[config.mk]
export PLATFORM = sky130hd
export DESIGN_NAME = trap_controller
export DESIGN_NICKNAME = d
export VERILOG_FILES = /design/src/rtl/trap_pkg.sv /design/src/rtl/trap_prio_enc.sv /design/src/rtl/trap_controller.sv
export SDC_FILE = /design/constraint.sdc
export NUM_CORES = 1
export LEC_CHECK = 0
export CAP_MARGIN = 20
export CORE_MARGIN = 1.5
export CORE_UTILIZATION = 35
export CTS_CLUSTER_DIAMETER = 40
export DETAILED_ROUTE_END_ITERATION = 8
export PLACE_DENSITY = 0.6
export SLEW_MARGIN = 20
export SYNTH_ARGS = -nofsm -noshare
export SYNTH_HDL_FRONTEND = slang
export SYNTH_SLANG_ARGS = --single-unit
[constraint.sdc]
create_clock -name clk_i -period 2.8 [get_ports clk_i]
set_input_delay 0.56 -clock clk_i [delete_from_list [all_inputs] [get_ports clk_i]]
set_output_delay 0.56 -clock clk_i [all_outputs]
set_load 0.05 [all_outputs]
[src/rtl/trap_pkg.sv]
// Shared constants for the machine-mode trap controller: CSR map, CSR op
// encodings, interrupt channel to mip/mie bit mapping and FSM state type.
package trap_pkg;

  localparam logic [11:0] CSR_MSTATUS = 12'h300;
  localparam logic [11:0] CSR_MIE     = 12'h304;
  localparam logic [11:0] CSR_MTVEC   = 12'h305;
  localparam logic [11:0] CSR_MEPC    = 12'h341;
  localparam logic [11:0] CSR_MCAUSE  = 12'h342;
  localparam logic [11:0] CSR_MIP     = 12'h344;

  localparam logic [1:0] CSR_OP_WRITE = 2'b01;
  localparam logic [1:0] CSR_OP_SET   = 2'b10;
  localparam logic [1:0] CSR_OP_CLEAR = 2'b11;

  localparam logic [31:0] MCAUSE_IRQ = 32'h8000_0000;

  typedef enum logic {
    IDLE    = 1'b0,
    PENDING = 1'b1
  } trap_state_e;

  // ch0 = MTI (7), ch1 = MEI (11), platform channels from bit 16 upward
  function automatic logic [4:0] chan_bit(input int ch);
    if (ch == 0)
      return 5'd7;
    else if (ch == 1)
      return 5'd11;
    else
      return 5'(16 + ch - 2);
  endfunction

endpackage

[src/rtl/trap_prio_enc.sv]
// Combinational priority encoder over the masked pending vector.
// Order: ch1 first, then ch0, ch2, ch3 ... by ascending index.
module trap_prio_enc
  import trap_pkg::*;
#(
  parameter int NUM_IRQ = 2
) (
  input  logic [NUM_IRQ-1:0] pend,
  output logic               valid,
  output logic [4:0]         code
);

  always_comb begin
    valid = |pend;
    code  = '0;
    for (int i = NUM_IRQ - 1; i >= 0; i--) begin
      if (pend[i]) code = chan_bit(i);
    end
    // MEI overrides the ascending scan
    for (int i = 0; i < NUM_IRQ; i++) begin
      if (i == 1 && pend[i]) code = chan_bit(1);
    end
  end

endmodule

[src/rtl/trap_controller.sv]
// Machine-mode interrupt trap controller with minimal CSR file.
// Optional macro TRAP_VECTORED_EN enables vectored mtvec mode (mode 01).
module trap_controller
  import trap_pkg::*;
#(
  parameter int          NUM_IRQ = 2,
  parameter logic [31:0] TRAP_PC = 32'h0
) (
  input  logic               clk_i,
  input  logic               rst_i,
  input  logic [NUM_IRQ-1:0] irq_i,
  output logic [NUM_IRQ-1:0] irq_en_o,
  input  logic               boundary_i,
  input  logic [31:0]        pc_i,
  output logic               trap_valid_o,
  output logic [31:0]        trap_pc_o,
  input  logic               trap_ack_i,
  input  logic               mret_i,
  output logic [31:0]        ret_pc_o,
  input  logic               csr_en_i,
  input  logic [11:0]        csr_addr_i,
  input  logic [1:0]         csr_op_i,
  input  logic [31:0]        csr_wdata_i,
  output logic [31:0]        csr_rdata_o,
  output logic               csr_ill_o
);

  trap_state_e state_q, state_d;

  logic               mstatus_mie, mstatus_mpie;
  logic [31:0]        mie_q, mepc_q, mcause_q, mtvec_q, trap_pc_q;
  logic [31:0]        mie_mask, mip;
  logic [NUM_IRQ-1:0] pend;
  logic               pend_valid;
  logic [4:0]         pend_code;
  logic               take;
  logic               csr_we;
  logic [31:0]        csr_new;
  logic [31:0]        trap_base, trap_target;

  always_comb begin
    mie_mask = '0;
    mip      = '0;
    pend     = '0;
    irq_en_o = '0;
    for (int i = 0; i < NUM_IRQ; i++) begin
      mie_mask[chan_bit(i)] = 1'b1;
      mip[chan_bit(i)]      = irq_i[i];
      pend[i]               = irq_i[i] & mie_q[chan_bit(i)];
      irq_en_o[i]           = mstatus_mie & mie_q[chan_bit(i)];
    end
  end

  trap_prio_enc #(.NUM_IRQ(NUM_IRQ)) u_prio (
    .pend  (pend),
    .valid (pend_valid),
    .code  (pend_code)
  );

  assign take = boundary_i && (state_q == IDLE) && mstatus_mie && pend_valid;

  always_comb begin
    csr_rdata_o = '0;
    csr_ill_o   = 1'b0;
    case (csr_addr_i)
      CSR_MSTATUS: begin
        csr_rdata_o[12:11] = 2'b11;
        csr_rdata_o[7]     = mstatus_mpie;
        csr_rdata_o[3]     = mstatus_mie;
      end
      CSR_MIE:    csr_rdata_o = mie_q;
      CSR_MTVEC:  csr_rdata_o = mtvec_q;
      CSR_MEPC:   csr_rdata_o = mepc_q;
      CSR_MCAUSE: csr_rdata_o = mcause_q;
      CSR_MIP:    csr_rdata_o = mip;
      default:    csr_ill_o   = csr_en_i;
    endcase
  end

  always_comb begin
    case (csr_op_i)
      CSR_OP_WRITE: csr_new = csr_wdata_i;
      CSR_OP_SET:   csr_new = csr_rdata_o | csr_wdata_i;
      CSR_OP_CLEAR: csr_new = csr_rdata_o & ~csr_wdata_i;
      default:      csr_new = csr_rdata_o;
    endcase
  end

  assign csr_we = csr_en_i && (csr_op_i != 2'b00) && !csr_ill_o;

  assign trap_base = {mtvec_q[31:2], 2'b00};
`ifdef TRAP_VECTORED_EN
  assign trap_target = (mtvec_q[1:0] == 2'b01) ?
                       trap_base + {25'b0, pend_code, 2'b00} : trap_base;
`else
  assign trap_target = trap_base;
`endif

  always_ff @(posedge clk_i) begin
    if (rst_i) begin
      mstatus_mie  <= 1'b0;
      mstatus_mpie <= 1'b0;
      mie_q        <= '0;
      mepc_q       <= '0;
      mcause_q     <= '0;
      trap_pc_q    <= '0;
`ifdef TRAP_VECTORED_EN
      mtvec_q      <= TRAP_PC;
`else
      mtvec_q      <= {TRAP_PC[31:2], 2'b00};
`endif
    end else if (take) begin
      // The interrupted instruction restarts, so a same-cycle CSR write or MRET is dropped
      mepc_q       <= {pc_i[31:2], 2'b00};
      mcause_q     <= MCAUSE_IRQ | {27'b0, pend_code};
      mstatus_mpie <= mstatus_mie;
      mstatus_mie  <= 1'b0;
      trap_pc_q    <= trap_target;
    end else begin
      if (csr_we) begin
        case (csr_addr_i)
          CSR_MSTATUS: begin
            mstatus_mie  <= csr_new[3];
            mstatus_mpie <= csr_new[7];
          end
          CSR_MIE:    mie_q    <= csr_new & mie_mask;
`ifdef TRAP_VECTORED_EN
          CSR_MTVEC:  mtvec_q  <= csr_new;
`else
          CSR_MTVEC:  mtvec_q  <= {csr_new[31:2], 2'b00};
`endif
          CSR_MEPC:   mepc_q   <= {csr_new[31:2], 2'b00};
          CSR_MCAUSE: mcause_q <= csr_new;
          default: ;
        endcase
      end
      if (mret_i) begin
        mstatus_mie  <= mstatus_mpie;
        mstatus_mpie <= 1'b1;
      end
    end
  end

  always_ff @(posedge clk_i) begin
    if (rst_i) state_q <= IDLE;
    else       state_q <= state_d;
  end

  always_comb begin
    state_d = state_q;
    case (state_q)
      IDLE:    if (take)       state_d = PENDING;
      PENDING: if (trap_ack_i) state_d = IDLE;
      default:                 state_d = IDLE;
    endcase
  end

  assign trap_valid_o = (state_q == PENDING);
  assign trap_pc_o    = trap_pc_q;
  assign ret_pc_o     = mepc_q;

endmodule

==> results.md, run 1 <==
* EDFF count, synth at 0
* Asr flop ratio synth at 0%
* Vias at 7418
* Max_cap viols at 0
* Die Span X at 139.7 um
* WP data required at 2240 ps
* Critical path arrival at 2190 ps
* Highest Clock Rate at 364.1 MHz
* H-tree Lvls at 4
* Drc violations at 11
* HPWL Detailed at 17.37 mm
* All-layer global routing usage at 27.16%
* Deepest clock path buffer count at 2
* Initial Util at 36.02%
* Share of post-route cells with drive strength above 1 at 22.00%
* Commonest non-fill, non-tap cell in the layout: clkdlybuf4s50_1
* Pleak at 3.712 nW
* Critical path class: in -> out
* Mean Syn Cell Area at 7.819 sq um
* Clock transition at the registers of the reported paths at 60 ps
* Maximum vdd drop at 429.0 uV
* Clk Latency, worst-skew pair at 420 ps
* Core area at 0.01815 sq mm
* GRT Residual Overflow at 0
* Final weighted congestion in routability-driven placement at 0.8836
* Tmin final at 2746 ps
* Synth Cell Area at 0.006536 sq mm
* Synthesis Warnings at 0
* Final Setup Violations at 0
* Clock Sinks at 127
* Die height at 139.7 um
* Synth top area share at 38.90%
* Yosys top cell by area: dfxtp_1
* Full die area at 0.01950 sq mm
* Routed wl met3 at 2.004 mm
* Met2 wire length at 12.54 mm
* Area contributors post-synth: dfxtp_1 (39%), a22oi_1 (8.5%), a21oi_1 (6.9%)
* Main synth FF type: dfxtp_1
* #FFs+latches synth at 127
* CTS tree: yes
* P&R area growth vs syn at 62.88%
* Placed cell areas at 0.009635 sq mm
* Final hold violations at 0
* Final instance area at 0.01065 sq mm
* Top-Level Pins at 186
* IO buf count at 179
* Final Cycle Share at 98.08%
* TritonCTS Buffers at 17
* Crit-path max FO at 7
* Fin util at 58.67%
* P per Cell Area at 432.2 mW/mm^2
* Vias in the first global route at 7125
* Ant diodes at 0
* CTS root buf: clkbuf_16
* Post-CTS Hold Buffers at 0
* Largest net degree at the start of global routing at 60
* HP Class: reg -> reg
* Clock skew at 6.022 ps
* Measured slew at the worst slew-check pin at 629.9 ps
* Drt first-iter violations at 549
* Startpoint Class: primary input
* Fillers at 1634
* Total power at 0.004601 W
* Routed vias/inst at 5.759
* Commonest cells after routing, fill and taps aside: clkdlybuf4s50_1 (131), dfxtp_1 (127), nand2_1 (111)
* RSZ-0062 raised after global routing: true
* Max_slew headroom at 58.01%
* Setup TNS at 0 ps
* Failing checks: DRC
* Hold Slack at 454.9 ps
* Final ANT Viol Nets at 0
* Post-synth cell types at 54
* Drt total wl at 26.62 mm
* Register area share after synthesis at 38.90%
* Status: finished with violations
* Post-layout nets at 1132
* Antenna violations before repair at 0
* Max layer used: met4
* DR WL/cell at 20.67 um
* CP endpoint kind: primary output
* Row cnt at 49
* Max-slew violation count at 0
* Mapped Cells at 836
* Met1 WL at 11.27 mm
* Global-route wire length before repair at 40.97 mm
* First-pass DRT Iterations at 7
-- timing repair --
item,CTS,global route
pin swaps,12,12
resized for setup,50,13
buffers inserted,10,2
endpoints found under the setup margin,32,18
gates cloned,4,1
-- cell type report --
type | instances | area, sq um | share of cell area, %
multi-input cells | 620 | 4088 | 38.39
inverters | 8 | 30.03 | 0.2821
clock inverters | 14 | 155.1 | 1.457
well taps | 229 | 286.5 | 2.691
clock buffers | 18 | 439.2 | 4.125
flip-flops and latches | 127 | 2542 | 23.88
repair buffers | 272 | 3105 | 29.17
-- critical path, stage by stage --
cell and delay (ps):
buf_6 90, or4_4 580, nor3_4 230, buf_6 170
buf_12 140, a22oi_2 80, nor2_2 180, buf_12 160
-- layer usage --
layer,GRT usage [%],vias up
met5,0,-
met4,11.75,0
met3,4.301,60
met2,44.49,347
met1,35.43,3507
li1,-,3504
-- cells by family after synthesis --
family	Yosys count	share of synthesized area, %
adder cells (fa/ha/maj)	1	0.1531
AND/OR/NAND/NOR	216	15.74
XOR/XNOR	30	4.020
buffers and inverters	92	5.590
multiplexers	1	0.1531
other	1	0.05737
AO/OA/AOI/OAI	368	35.39
flip-flops	127	38.90
-- Yosys cell counts, types with 2 or more instances --
cell type / instances
a2111oi_0: 2
a211oi_1: 5
a21o_1: 6
a21oi_1: 90
a22o_1: 29
a22oi_1: 74
a31oi_1: 28
a32oi_1: 3
and2_1: 6
and3_1: 5
buf_2: 4
buf_4: 4
clkbuf_1: 76
dfxtp_1: 127
inv_1: 8
nand2_1: 111
nand2b_1: 6
nand3_1: 7
nand3b_1: 9
nand4_1: 2
nor2_1: 36
nor2_2: 2
nor2b_1: 6
nor3_1: 8
nor4_1: 3
o211a_2: 2
o211ai_1: 2
o21ai_0: 80
o21ai_1: 9
o22ai_1: 28
o31ai_1: 2
or2_1: 2
or2_2: 2
or4_1: 3
xnor2_1: 30
-- sequential cells by signal, summed over array words and instances (netlist names) --
name	count
trap_valid_o	1
mie_q	2
trap_pc_o	30
mstatus_mpie	1
mtvec_q	30
mcause_q	32
ret_pc_o	30
mstatus_mie	1
-- final timing paths --
path | slack (ps) | end | cells after the start | start
max | 50 | csr_rdata_o[2] | 8 | csr_addr_i[3]
min | 450 | trap_pc_o[24] | 2 | trap_pc_o[24]
max reg2reg | 820 | ret_pc_o[20] | 7 | mstatus_mie
min reg2reg | 450 | trap_pc_o[24] | 2 | trap_pc_o[24]
-- report_power, final --
| part | internal, W | total, W | switching [W] |
|---|---|---|---|
| clock | 0.00135 | 0.00224 | 0.000896 |
| sequential | 0.00181 | 0.00181 | 0.00000286 |
| combinational | 0.000254 | 0.000547 | 0.000293 |
| total | 0.00341 | 0.00460 | 0.00119 |
-- per-stage QoR --
| step | cells | setup slack (ps) |
|---|---|---|
| final | 1288 | 53.65 |
| after global placement | 1239 | -412.1 |
| after global routing | 1288 | -9.399 |
| after CTS | 1285 | 9.290 |
| after detailed placement | 1239 | -418.3 |
| after floorplan | 839 | -89.92 |
No activity file was read; power rests on OpenSTA's default activity.
==> run 2, diff against run 1 <==
--- a/config.mk
+++ b/config.mk
@@ -10,6 +10,7 @@
 export CORE_UTILIZATION = 35
 export CTS_CLUSTER_DIAMETER = 40
 export DETAILED_ROUTE_END_ITERATION = 8
+export GPL_ROUTABILITY_DRIVEN = 1
 export PLACE_DENSITY = 0.6
 export SLEW_MARGIN = 20
 export SYNTH_ARGS = -nofsm -noshare
==> results of run 2 <==
The final DEF is identical to that of run 1; final timing and power are the same.
